==> src/rtl/wb_write_arbiter_if.sv <==
// Register-file write-port bundle: ALU writeback, LSU and MUL/DIV result
// channels in, registered write port, hazard mask and stall request out.
interface wb_write_arbiter_if #(
  parameter int XLEN = 32
);
  logic            alu_valid;
  logic [4:0]      alu_rd;
  logic [XLEN-1:0] alu_data;

  logic            lsu_valid;
  logic            lsu_ready;
  logic [4:0]      lsu_rd;
  logic [XLEN-1:0] lsu_data;

  logic            md_valid;
  logic            md_ready;
  logic [4:0]      md_rd;
  logic [XLEN-1:0] md_data;

  logic            RegWrite;
  logic [31:0]     w_reg_addr;
  logic [XLEN-1:0] w_data;
  logic [31:0]     pending_mask;
  logic            stall_req;

  // Result producers and consumers of the write port.
  modport master (
    output alu_valid, alu_rd, alu_data,
    output lsu_valid, lsu_rd, lsu_data,
    output md_valid, md_rd, md_data,
    input  lsu_ready, md_ready,
    input  RegWrite, w_reg_addr, w_data, pending_mask, stall_req
  );

  // The arbiter itself.
  modport slave (
    input  alu_valid, alu_rd, alu_data,
    input  lsu_valid, lsu_rd, lsu_data,
    input  md_valid, md_rd, md_data,
    output lsu_ready, md_ready,
    output RegWrite, w_reg_addr, w_data, pending_mask, stall_req
  );
endinterface

==> src/rtl/wb_write_arbiter.sv <==
// Register-file write-port arbiter. The ALU result always wins the port; LSU
// and MUL/DIV results park in one-entry holds (stage p0) and are drained
// round-robin when the ALU is idle. The granted result is registered onto the
// write port (stage p1). Holds also feed a pending-write mask for decode
// hazard checks and a starvation stall request.
module wb_write_arbiter #(
  parameter int XLEN         = 32,
  parameter int STARVE_LIMIT = 4
) (
  input logic               clk,
  input logic               reset,
  wb_write_arbiter_if.slave bus
);

  localparam logic [3:0] LIMIT    = 4'(STARVE_LIMIT);
  localparam logic [3:0] WAIT_MAX = 4'hF;

  // Which side source wins when both holds are valid.
  typedef enum logic {
    RR_LSU = 1'b0,
    RR_MD  = 1'b1
  } rr_e;

  // Saturating wait counter step: cleared when empty or granted.
  function automatic logic [3:0] wait_step(input logic held, input logic granted,
                                           input logic [3:0] cnt);
    logic [3:0] nxt;
    if (!held || granted) begin
      nxt = 4'd0;
    end else if (cnt == WAIT_MAX) begin
      nxt = cnt;
    end else begin
      nxt = cnt + 4'd1;
    end
    return nxt;
  endfunction

  // One-hot pending bit for a held entry; x0 never shows as pending.
  function automatic logic [31:0] rd_bit(input logic held, input logic [4:0] rd);
    logic [31:0] m;
    m = 32'd0;
    if (held && (rd != 5'd0)) begin
      m[rd] = 1'b1;
    end
    return m;
  endfunction

  // ---- stage p0: side-source holding registers ----
  logic            lsu_vld_p0;
  logic [4:0]      lsu_rd_p0;
  logic [XLEN-1:0] lsu_data_p0;
  logic [3:0]      lsu_wait_p0;

  logic            md_vld_p0;
  logic [4:0]      md_rd_p0;
  logic [XLEN-1:0] md_data_p0;
  logic [3:0]      md_wait_p0;

  rr_e             rr_ptr;

  // ---- stage p1: registered write port ----
  logic            vld_p1;
  logic [31:0]     addr_p1;
  logic [XLEN-1:0] data_p1;
  logic            stall_p1;

  // Combinational arbitration and handshake terms.
  logic            lsu_grant;
  logic            md_grant;
  logic            lsu_accept;
  logic            md_accept;
  logic            any_grant;
  logic [4:0]      sel_rd;
  logic [XLEN-1:0] sel_data;
  logic [3:0]      lsu_wait_nxt;
  logic [3:0]      md_wait_nxt;

  // Grant selection: ALU first, then a lone hold, then round-robin.
  always_comb begin
    lsu_grant = 1'b0;
    md_grant  = 1'b0;
    if (!bus.alu_valid) begin
      if (lsu_vld_p0 && md_vld_p0) begin
        lsu_grant = (rr_ptr == RR_LSU);
        md_grant  = (rr_ptr == RR_MD);
      end else begin
        lsu_grant = lsu_vld_p0;
        md_grant  = md_vld_p0;
      end
    end
  end

  // A hold accepts when empty or when being drained this cycle.
  assign bus.lsu_ready = !lsu_vld_p0 || lsu_grant;
  assign bus.md_ready  = !md_vld_p0 || md_grant;
  assign lsu_accept    = bus.lsu_valid && bus.lsu_ready;
  assign md_accept     = bus.md_valid && bus.md_ready;

  // Mux the granted result toward the write port.
  always_comb begin
    any_grant = 1'b0;
    sel_rd    = 5'd0;
    sel_data  = '0;
    if (bus.alu_valid) begin
      any_grant = 1'b1;
      sel_rd    = bus.alu_rd;
      sel_data  = bus.alu_data;
    end else if (lsu_grant) begin
      any_grant = 1'b1;
      sel_rd    = lsu_rd_p0;
      sel_data  = lsu_data_p0;
    end else if (md_grant) begin
      any_grant = 1'b1;
      sel_rd    = md_rd_p0;
      sel_data  = md_data_p0;
    end
  end

  assign lsu_wait_nxt = wait_step(lsu_vld_p0, lsu_grant, lsu_wait_p0);
  assign md_wait_nxt  = wait_step(md_vld_p0, md_grant, md_wait_p0);

  // LSU hold: a new entry replaces a granted one with no bubble.
  always_ff @(posedge clk) begin
    if (reset) begin
      lsu_vld_p0  <= 1'b0;
      lsu_wait_p0 <= 4'd0;
    end else begin
      if (lsu_accept) begin
        lsu_vld_p0 <= 1'b1;
      end else if (lsu_grant) begin
        lsu_vld_p0 <= 1'b0;
      end
      lsu_wait_p0 <= lsu_wait_nxt;
    end
  end

  // LSU hold payload; qualified only by lsu_vld_p0.
  always_ff @(posedge clk) begin
    if (lsu_accept) begin
      lsu_rd_p0   <= bus.lsu_rd;
      lsu_data_p0 <= bus.lsu_data;
    end
  end

  // MUL/DIV hold: same behaviour as the LSU hold.
  always_ff @(posedge clk) begin
    if (reset) begin
      md_vld_p0  <= 1'b0;
      md_wait_p0 <= 4'd0;
    end else begin
      if (md_accept) begin
        md_vld_p0 <= 1'b1;
      end else if (md_grant) begin
        md_vld_p0 <= 1'b0;
      end
      md_wait_p0 <= md_wait_nxt;
    end
  end

  // MUL/DIV hold payload; qualified only by md_vld_p0.
  always_ff @(posedge clk) begin
    if (md_accept) begin
      md_rd_p0   <= bus.md_rd;
      md_data_p0 <= bus.md_data;
    end
  end

  // Round-robin pointer: after a side grant, favour the other side.
  always_ff @(posedge clk) begin
    if (reset) begin
      rr_ptr <= RR_LSU;
    end else if (lsu_grant) begin
      rr_ptr <= RR_MD;
    end else if (md_grant) begin
      rr_ptr <= RR_LSU;
    end
  end

  // ---- stage p1: write port register; x0 grants retire silently ----
  always_ff @(posedge clk) begin
    if (reset) begin
      vld_p1  <= 1'b0;
      addr_p1 <= 32'd0;
      data_p1 <= '0;
    end else begin
      vld_p1 <= any_grant && (sel_rd != 5'd0);
      if (any_grant && (sel_rd != 5'd0)) begin
        addr_p1 <= {27'd0, sel_rd};
        data_p1 <= sel_data;
      end
    end
  end

  // Stall request registered from the counters' next values, so it rises
  // in the same cycle the counter reaches the limit.
  always_ff @(posedge clk) begin
    if (reset) begin
      stall_p1 <= 1'b0;
    end else begin
      stall_p1 <= (lsu_wait_nxt >= LIMIT) || (md_wait_nxt >= LIMIT);
    end
  end

  assign bus.RegWrite     = vld_p1;
  assign bus.w_reg_addr   = addr_p1;
  assign bus.w_data       = data_p1;
  assign bus.stall_req    = stall_p1;
  assign bus.pending_mask = rd_bit(lsu_vld_p0, lsu_rd_p0) | rd_bit(md_vld_p0, md_rd_p0);

endmodule

==> src/flat_wrapper.sv <==
// flat-port wrapper written by rule: the top's interface ports become plain ports
module wb_write_arbiter_flat 
#(
  parameter int XLEN         = 32,
  parameter int STARVE_LIMIT = 4
)
  (clk, reset, bus_alu_valid, bus_alu_rd, bus_alu_data, bus_lsu_valid, bus_lsu_rd, bus_lsu_data, bus_md_valid, bus_md_rd, bus_md_data, bus_lsu_ready, bus_md_ready, bus_RegWrite, bus_w_reg_addr, bus_w_data, bus_pending_mask, bus_stall_req);
  wb_write_arbiter_if #(.XLEN(XLEN)) bus_i ();
  input logic clk;
  input logic reset;
  input wire logic [$bits(bus_i.alu_valid)-1:0] bus_alu_valid;
  input wire logic [$bits(bus_i.alu_rd)-1:0] bus_alu_rd;
  input wire logic [$bits(bus_i.alu_data)-1:0] bus_alu_data;
  input wire logic [$bits(bus_i.lsu_valid)-1:0] bus_lsu_valid;
  input wire logic [$bits(bus_i.lsu_rd)-1:0] bus_lsu_rd;
  input wire logic [$bits(bus_i.lsu_data)-1:0] bus_lsu_data;
  input wire logic [$bits(bus_i.md_valid)-1:0] bus_md_valid;
  input wire logic [$bits(bus_i.md_rd)-1:0] bus_md_rd;
  input wire logic [$bits(bus_i.md_data)-1:0] bus_md_data;
  output wire logic [$bits(bus_i.lsu_ready)-1:0] bus_lsu_ready;
  output wire logic [$bits(bus_i.md_ready)-1:0] bus_md_ready;
  output wire logic [$bits(bus_i.RegWrite)-1:0] bus_RegWrite;
  output wire logic [$bits(bus_i.w_reg_addr)-1:0] bus_w_reg_addr;
  output wire logic [$bits(bus_i.w_data)-1:0] bus_w_data;
  output wire logic [$bits(bus_i.pending_mask)-1:0] bus_pending_mask;
  output wire logic [$bits(bus_i.stall_req)-1:0] bus_stall_req;
  assign bus_i.alu_valid = bus_alu_valid;
  assign bus_i.alu_rd = bus_alu_rd;
  assign bus_i.alu_data = bus_alu_data;
  assign bus_i.lsu_valid = bus_lsu_valid;
  assign bus_i.lsu_rd = bus_lsu_rd;
  assign bus_i.lsu_data = bus_lsu_data;
  assign bus_i.md_valid = bus_md_valid;
  assign bus_i.md_rd = bus_md_rd;
  assign bus_i.md_data = bus_md_data;
  assign bus_lsu_ready = bus_i.lsu_ready;
  assign bus_md_ready = bus_i.md_ready;
  assign bus_RegWrite = bus_i.RegWrite;
  assign bus_w_reg_addr = bus_i.w_reg_addr;
  assign bus_w_data = bus_i.w_data;
  assign bus_pending_mask = bus_i.pending_mask;
  assign bus_stall_req = bus_i.stall_req;
  wb_write_arbiter #(.XLEN(XLEN), .STARVE_LIMIT(STARVE_LIMIT)) u_core (.clk(clk), .reset(reset), .bus(bus_i));
endmodule
==> config.mk <==
export PLATFORM = sky130hd
export DESIGN_NAME = wb_write_arbiter_flat
export DESIGN_NICKNAME = d
export VERILOG_FILES = /design/src/rtl/wb_write_arbiter_if.sv /design/src/rtl/wb_write_arbiter.sv /design/src/flat_wrapper.sv
export SDC_FILE = /design/constraint.sdc
export NUM_CORES = 1
export LEC_CHECK = 0
export BUFFER_PORTS_ARGS = -buffer_cell sky130_fd_sc_hd__buf_4
export CORE_ASPECT_RATIO = 1.5
export CORE_MARGIN = 2
export CORE_UTILIZATION = 52
export DETAILED_ROUTE_END_ITERATION = 10
export MAX_ROUTING_LAYER = met4
export PLACE_DENSITY = 0.83
export SLEW_MARGIN = 20
export SYNTH_ARGS = -nofsm -noshare
export SYNTH_HDL_FRONTEND = slang
export SYNTH_SLANG_ARGS = --single-unit
==> constraint.sdc <==
create_clock -name clk -period 6.4 [get_ports clk]
set_input_delay 1.28 -clock clk [delete_from_list [all_inputs] [get_ports clk]]
set_output_delay 1.28 -clock clk [all_outputs]
set_load 0.1 [all_outputs]
### After elaboration in Yosys (flattened, before gate mapping)

Cells that the tools add are included.

* flip-flop bits (word level): 124
* bits of input ports: 116
* output and inout bits: 100
* logic and storage cells: 72

* $add $sub $neg: 2
* magnitude comparators: 6
* equal/unequal tests: 2
* multiplexer cells: 28
* bitwise logic cells: 2
* reductions and logical operators: 19

Operator list (count)
* 32-bit 2-to-1 mux: 5
* 32-bit OR: 1
* 4-bit 2-to-1 mux: 4
* 5-bit 2-to-1 mux: 3
* 5-bit nonzero test: 3
* 1-bit 2-to-1 mux: 14
* 5-bit by 6-bit < comparator with 1-bit output, second input constant: 2
* 1-bit demux with 5-bit select: 2
* 5-bit by 1-bit greater-or-equal comparator with 1-bit output, second input constant: 2
* 4-bit by 1-bit adder with 4-bit output, second input constant: 2
* 4-bit == test, second input constant: 2
* 4-bit by 3-bit greater-or-equal comparator with 1-bit output, second input constant: 2
* 1-bit logical AND: 8
* 2-bit nonzero test: 3
* 1-bit logical OR: 3
* 1-bit zero test: 2
* 1-bit inverter: 1

### Longest topological paths before layout

* word-level depth: 8
* mapped depth: 10
* mapped depth without buffers: 6

### Least setup slack after synthesis

OpenSTA, ideal clock, no wires.

* path type: input to register
* start: in bus_alu_valid
* end: reg u_core.md_data_p0[0], enable pin
* library setup time: 0.397 ns
* arrival time: 4.303 ns
* required time: 6.003 ns
* setup slack: 1.699 ns
* stages on the path: 4
* path buffers: 2
* path through: clkbuf_1 > buf_2 > o21ai_1 > and2_1

* word-level cells in the longest chain between the ends: 3

Ends and longest elaborated chain
* start, declared: RTL line flat_wrapper.sv:11 `input wire logic [$bits(bus_i.alu_valid)-1:0] bus_alu_valid;`
* 1-bit 2-to-1 mux: RTL line wb_write_arbiter.sv:82 `if (!bus.alu_valid) begin`
* 1-bit logical OR: RTL line wb_write_arbiter.sv:95 `assign bus.md_ready = !md_vld_p0 || md_grant;`
* via bus_md_ready: RTL line flat_wrapper.sv:21 `output wire logic [$bits(bus_i.md_ready)-1:0] bus_md_ready;`
* 1-bit logical AND: RTL line wb_write_arbiter.sv:97 `assign md_accept = bus.md_valid && bus.md_ready;`
* via u_core.md_accept: RTL line wb_write_arbiter.sv:71 `logic md_accept;`
* end signal, assigned: RTL line wb_write_arbiter.sv:164 `md_data_p0 <= bus.md_data;`
* end, declared: RTL line wb_write_arbiter.sv:56 `logic [XLEN-1:0] md_data_p0;`

The timed path passes the listed nets, and every way through them passes these cells.
A chain may end at the register's enable or synchronous reset.

### Worst setup path after layout

* start: in bus_alu_valid
* end: reg u_core.vld_p1, in the netlist u_core.bus.RegWrite

* word-level cells in the longest chain between the ends: 6
* elaborated cells on any way between the ends: 10
* classes of those cells: 8 x mux; 2 x reduce/logical

Ends and longest elaborated chain
* 1-bit 2-to-1 mux: RTL line wb_write_arbiter.sv:82
* 5-bit 2-to-1 mux: RTL line wb_write_arbiter.sv:112 `end else if (md_grant) begin`
* 5-bit 2-to-1 mux: RTL line wb_write_arbiter.sv:108 `end else if (lsu_grant) begin`
* 5-bit 2-to-1 mux: RTL line wb_write_arbiter.sv:104 `if (bus.alu_valid) begin`
* 5-bit nonzero test: RTL line wb_write_arbiter.sv:186 `vld_p1 <= any_grant && (sel_rd != 5'd0);`
* 1-bit logical AND *: RTL line wb_write_arbiter.sv:186
* end signal, assigned: RTL line wb_write_arbiter.sv:186
* end, declared: RTL line wb_write_arbiter.sv:62 `logic vld_p1;`

Mark *: on every way between the ends. The rest lies on a longest branch, timed or not.

==> impl_metrics.py <==
metrics = {
    "drt": {
        "drt_pre_antenna_iters": 9,
        "vias": 4553,
        "drt-met1-wl_um": 5334,
        "drt_wl_total_um": 15000,
        "ant_nets": 0,
        "met3_length_um": 1135,
        "top_layer": "met4",
        "avgRoutedWirePerCell_um": 19.64,
        "drc": 0,
        "vias_per_cell": 5.959,
        "wl_met2_um": 8178,
        "drt_iter0_drc": 467,
    },
    "logic_synthesis": {
        "synth_common_cells": "74 x edfxtp_1, 50 x dfxtp_1, 33 x a222oi_1",
        "ys_types": 48,
        "synth_edf_count": 74,
        "synth_top_cell_area_share_pct": 40.79,
        "netlist_instances": 439,
        "ys_seq_area_share_pct": 59.16,
        "yosys.area.top_type": "edfxtp_1",
        "yosysMostFrequentCell": "edfxtp_1",
        "yosys_warnings": 0,
        "netlist_area_um2": 5448,
        "synth_area_leaders": "edfxtp_1 41%, dfxtp_1 18%, a222oi_1 6.1%",
        "async_flop_share_pct": 0,
        "avgSynthCellArea_um2": 12.41,
        "ys_seq_elements": 124,
        "ys.flop_type": "edfxtp_1",
    },
    "floorplanning": {
        "start_util_pct": 53.46,
        "ios": 216,
        "fp.dieW_um": 87.57,
        "core_um2": 10190,
        "die_area_um2": 11330,
        "std_cell_rows": 45,
        "die_y_um": 129.4,
    },
    "worst_setup_path": {
        "crit_family": "simple AND/OR/NAND/NOR gates",
        "crit_required_ns": 6.69,
        "critPathCaptureType": "flip-flop",
        "cp.arrival_ns": 4.17,
        "crit_type": "primary input to flip-flop",
        "crit_slowest_cell": "or3_2",
        "crit_top_cell": "buf_4",
        "critical_path_buf_inv_count": 2,
        "critical_path_peak_fanout": 49,
        "path_cells": "buf_4 > nand2b_1 > nor2_2 > buf_4 > a221o_2 > or3_2 > and2_1",
        "slowest_delay_ns": 0.92,
        "start_kind": "primary input",
    },
    "clock_network": {
        "post-cts-setup-buffers": 0,
        "clkTransAtPathRegs_ns": 0.05,
        "cts_root_buffer": "clkbuf_16",
        "cts_tree": "yes",
        "clkSinkCount": 124,
        "htree_num_levels": 4,
        "insertion_delay_ns": 0.40,
        "holdBufCountCts": 0,
        "numCtsBuffers": 17,
        "cts_resized": 0,
        "clock_path_buffers": 2,
    },
    "finish": {
        "multi_input_area_um2": 1918,
        "final_nets": 728,
        "num_antenna_cells": 0,
        "syn2layout_area_growth_pct": 34.73,
        "ff_latch_area_um2": 3223,
        "num-fill-cells": 666,
        "finalNonFillerCells": 764,
        "drive_above_1_share_pct": 42.54,
    },
    "timing": {
        "setup_tns_ns": 0,
        "setup_violations": 0,
        "hold_viol": 0,
        "slew_violations": 0,
        "max_slew_margin_pct": 35.73,
        "post-route-min-period_ns": 3.884,
        "fmax_ghz": 0.2575,
        "fin_worst_skew_ns": 0.01021,
        "tightestPinTransition_ns": 0.9640,
        "period_share_pct": 60.68,
        "setup_slack_ns": 2.516,
        "rsz0062_at_grt": "false",
    },
    "global_route": {
        "grt_start_max_net_pins": 50,
        "grt_util_all_layers_pct": 27.56,
        "antenna_found_initial": 0,
        "first_global_vias": 4430,
        "grt_pass1_wl_um": 22740,
        "grt-ovfl-total": 0,
    },
    "power": {
        "switching_share_pct": 31.33,
        "net-switching-power_uw": 739.0,
        "vdd_drop_max_uv": 287.4,
        "p_leak_uw": 0.002898,
        "power.density_nw_per_um2": 321.4,
        "power_uw": 2359,
        "power_frac_seq_pct": 40.1,
        "p_clk_share_pct": 38.0,
        "p_int_uw": 1620,
        "combPwrFrac_pct": 21.9,
    },
    "place": {
        "place.port_buffers": 187,
        "place_congestion": 0.9586,
        "placedCellCount": 732,
        "post-place-ws_ns": 1.866,
        "hpwlAfterDp_um": 10480,
    },
    "run_status": {
        "status": "finished clean",
    },
    "min_path": {
        "hp-class": "flip-flop to flip-flop",
    },
    "job": {
        "drv_cap": 0,
    },
}
==> path summary, 6_finish.rpt <==
kind | depth (start not counted) | from | endpoint | slack [ns]
max | 7 | bus_alu_valid | u_core.bus.RegWrite$_SDFF_PP0_ | 2.52
min | 2 | u_core.bus.w_reg_addr[2]$_SDFFE_PP0P_ | u_core.bus.w_reg_addr[2]$_SDFFE_PP0P_ | 0.52
min reg2reg | 2 | u_core.bus.w_reg_addr[2]$_SDFFE_PP0P_ | u_core.bus.w_reg_addr[2]$_SDFFE_PP0P_ | 0.52
max reg2reg | 5 | u_core.lsu_vld_p0$_SDFFE_PP0P_ | u_core.bus.w_data[13]$_SDFFE_PP0P_ | 3.02
==> placed cells by master, fill, tap and decap left out, drive strengths merged, types with 17 or more instances in the layout <==
cell / synthesis / final
o41ai: 32 / 32
edfxtp: 74 / 74
nor2: 17 / 17
a222oi: 33 / 33
buf: 37 / 190
o22ai: 28 / 28
clkbuf: 28 / 26
conb: 1 / 28
a21oi: 38 / 38
dfxtp: 50 / 50
==> metal layers <==
layer,up-vias,GRT usage [%]
met3,35,7.197
met4,0,9.955
met2,285,46.70
met5,-,-
met1,2154,31.14
li1,2079,-
==> logic make-up (layout without fill, tap and decap cells) <==
group | Yosys count | after routing | share of synthesized area, %
xor gates and xnor gates | 2 | 2 | 0.3216
buffers and inverters | 72 | 229 | 7.671
muxes | 2 | 2 | 0.3675
other | 1 | 28 | 0.06884
adders and majority gates | 2 | 2 | 0.4593
AOI/OAI and AO/OA | 155 | 155 | 23.91
DFF | 124 | 124 | 59.16
and+or+nand+nor | 81 | 81 | 8.038
==> worst min-delay path: stages, from the launching register on <==
cell and delay, ns:
dfxtp_1 0.32, inv_1 0.07, o32ai_2 0.08
==> layout make-up <==
cell class / instances / area share, %
well taps: 141 / 2.404
flip-flops and latches: 124 / 43.91
multi-input cells: 270 / 26.13
repair buffers: 190 / 19.43
clock inverters: 6 / 0.8012
clock buffers: 26 / 6.955
inverters: 7 / 0.3580
==> registers in the layout (all words and copies together) (netlist names), 4 cells and up <==
| signal | count |
|---|---|
| u_core.bus.w_data | 32 |
| u_core.lsu_data_p0 | 32 |
| u_core.md_data_p0 | 32 |
| u_core.bus.w_reg_addr | 5 |
| u_core.lsu_rd_p0 | 5 |
| u_core.md_rd_p0 | 5 |
| u_core.lsu_wait_p0 | 4 |
| u_core.md_wait_p0 | 4 |
==> power by group through the flow <==
| stage | sequential (µW) | combinational, µW | clock (µW) |
|---|---|---|---|
| 4_1_cts | 944 | 517 | 904 |
| 2_1_floorplan | 1110 | 242 | 0 |
| 3_3_place_gp | 956 | 509 | 0 |
| 6_report | 945 | 517 | 897 |
| 5_1_grt | 948 | 539 | 949 |
| 3_5_place_dp | 959 | 515 | 0 |
==> per-stage QoR <==
step	instance area, µm²	utilization (%)	hold slack [ns]
2_1_floorplan	5549	-	0.5004
3_3_place_gp	6769	66.42	0.5078
3_5_place_dp	6769	66.42	0.5049
4_1_cts	7338	72.01	0.5127
5_1_grt	7340	72.02	0.5531
6_report	7340	72.02	0.5238
Note: power is estimated with default switching activity, not from simulation.
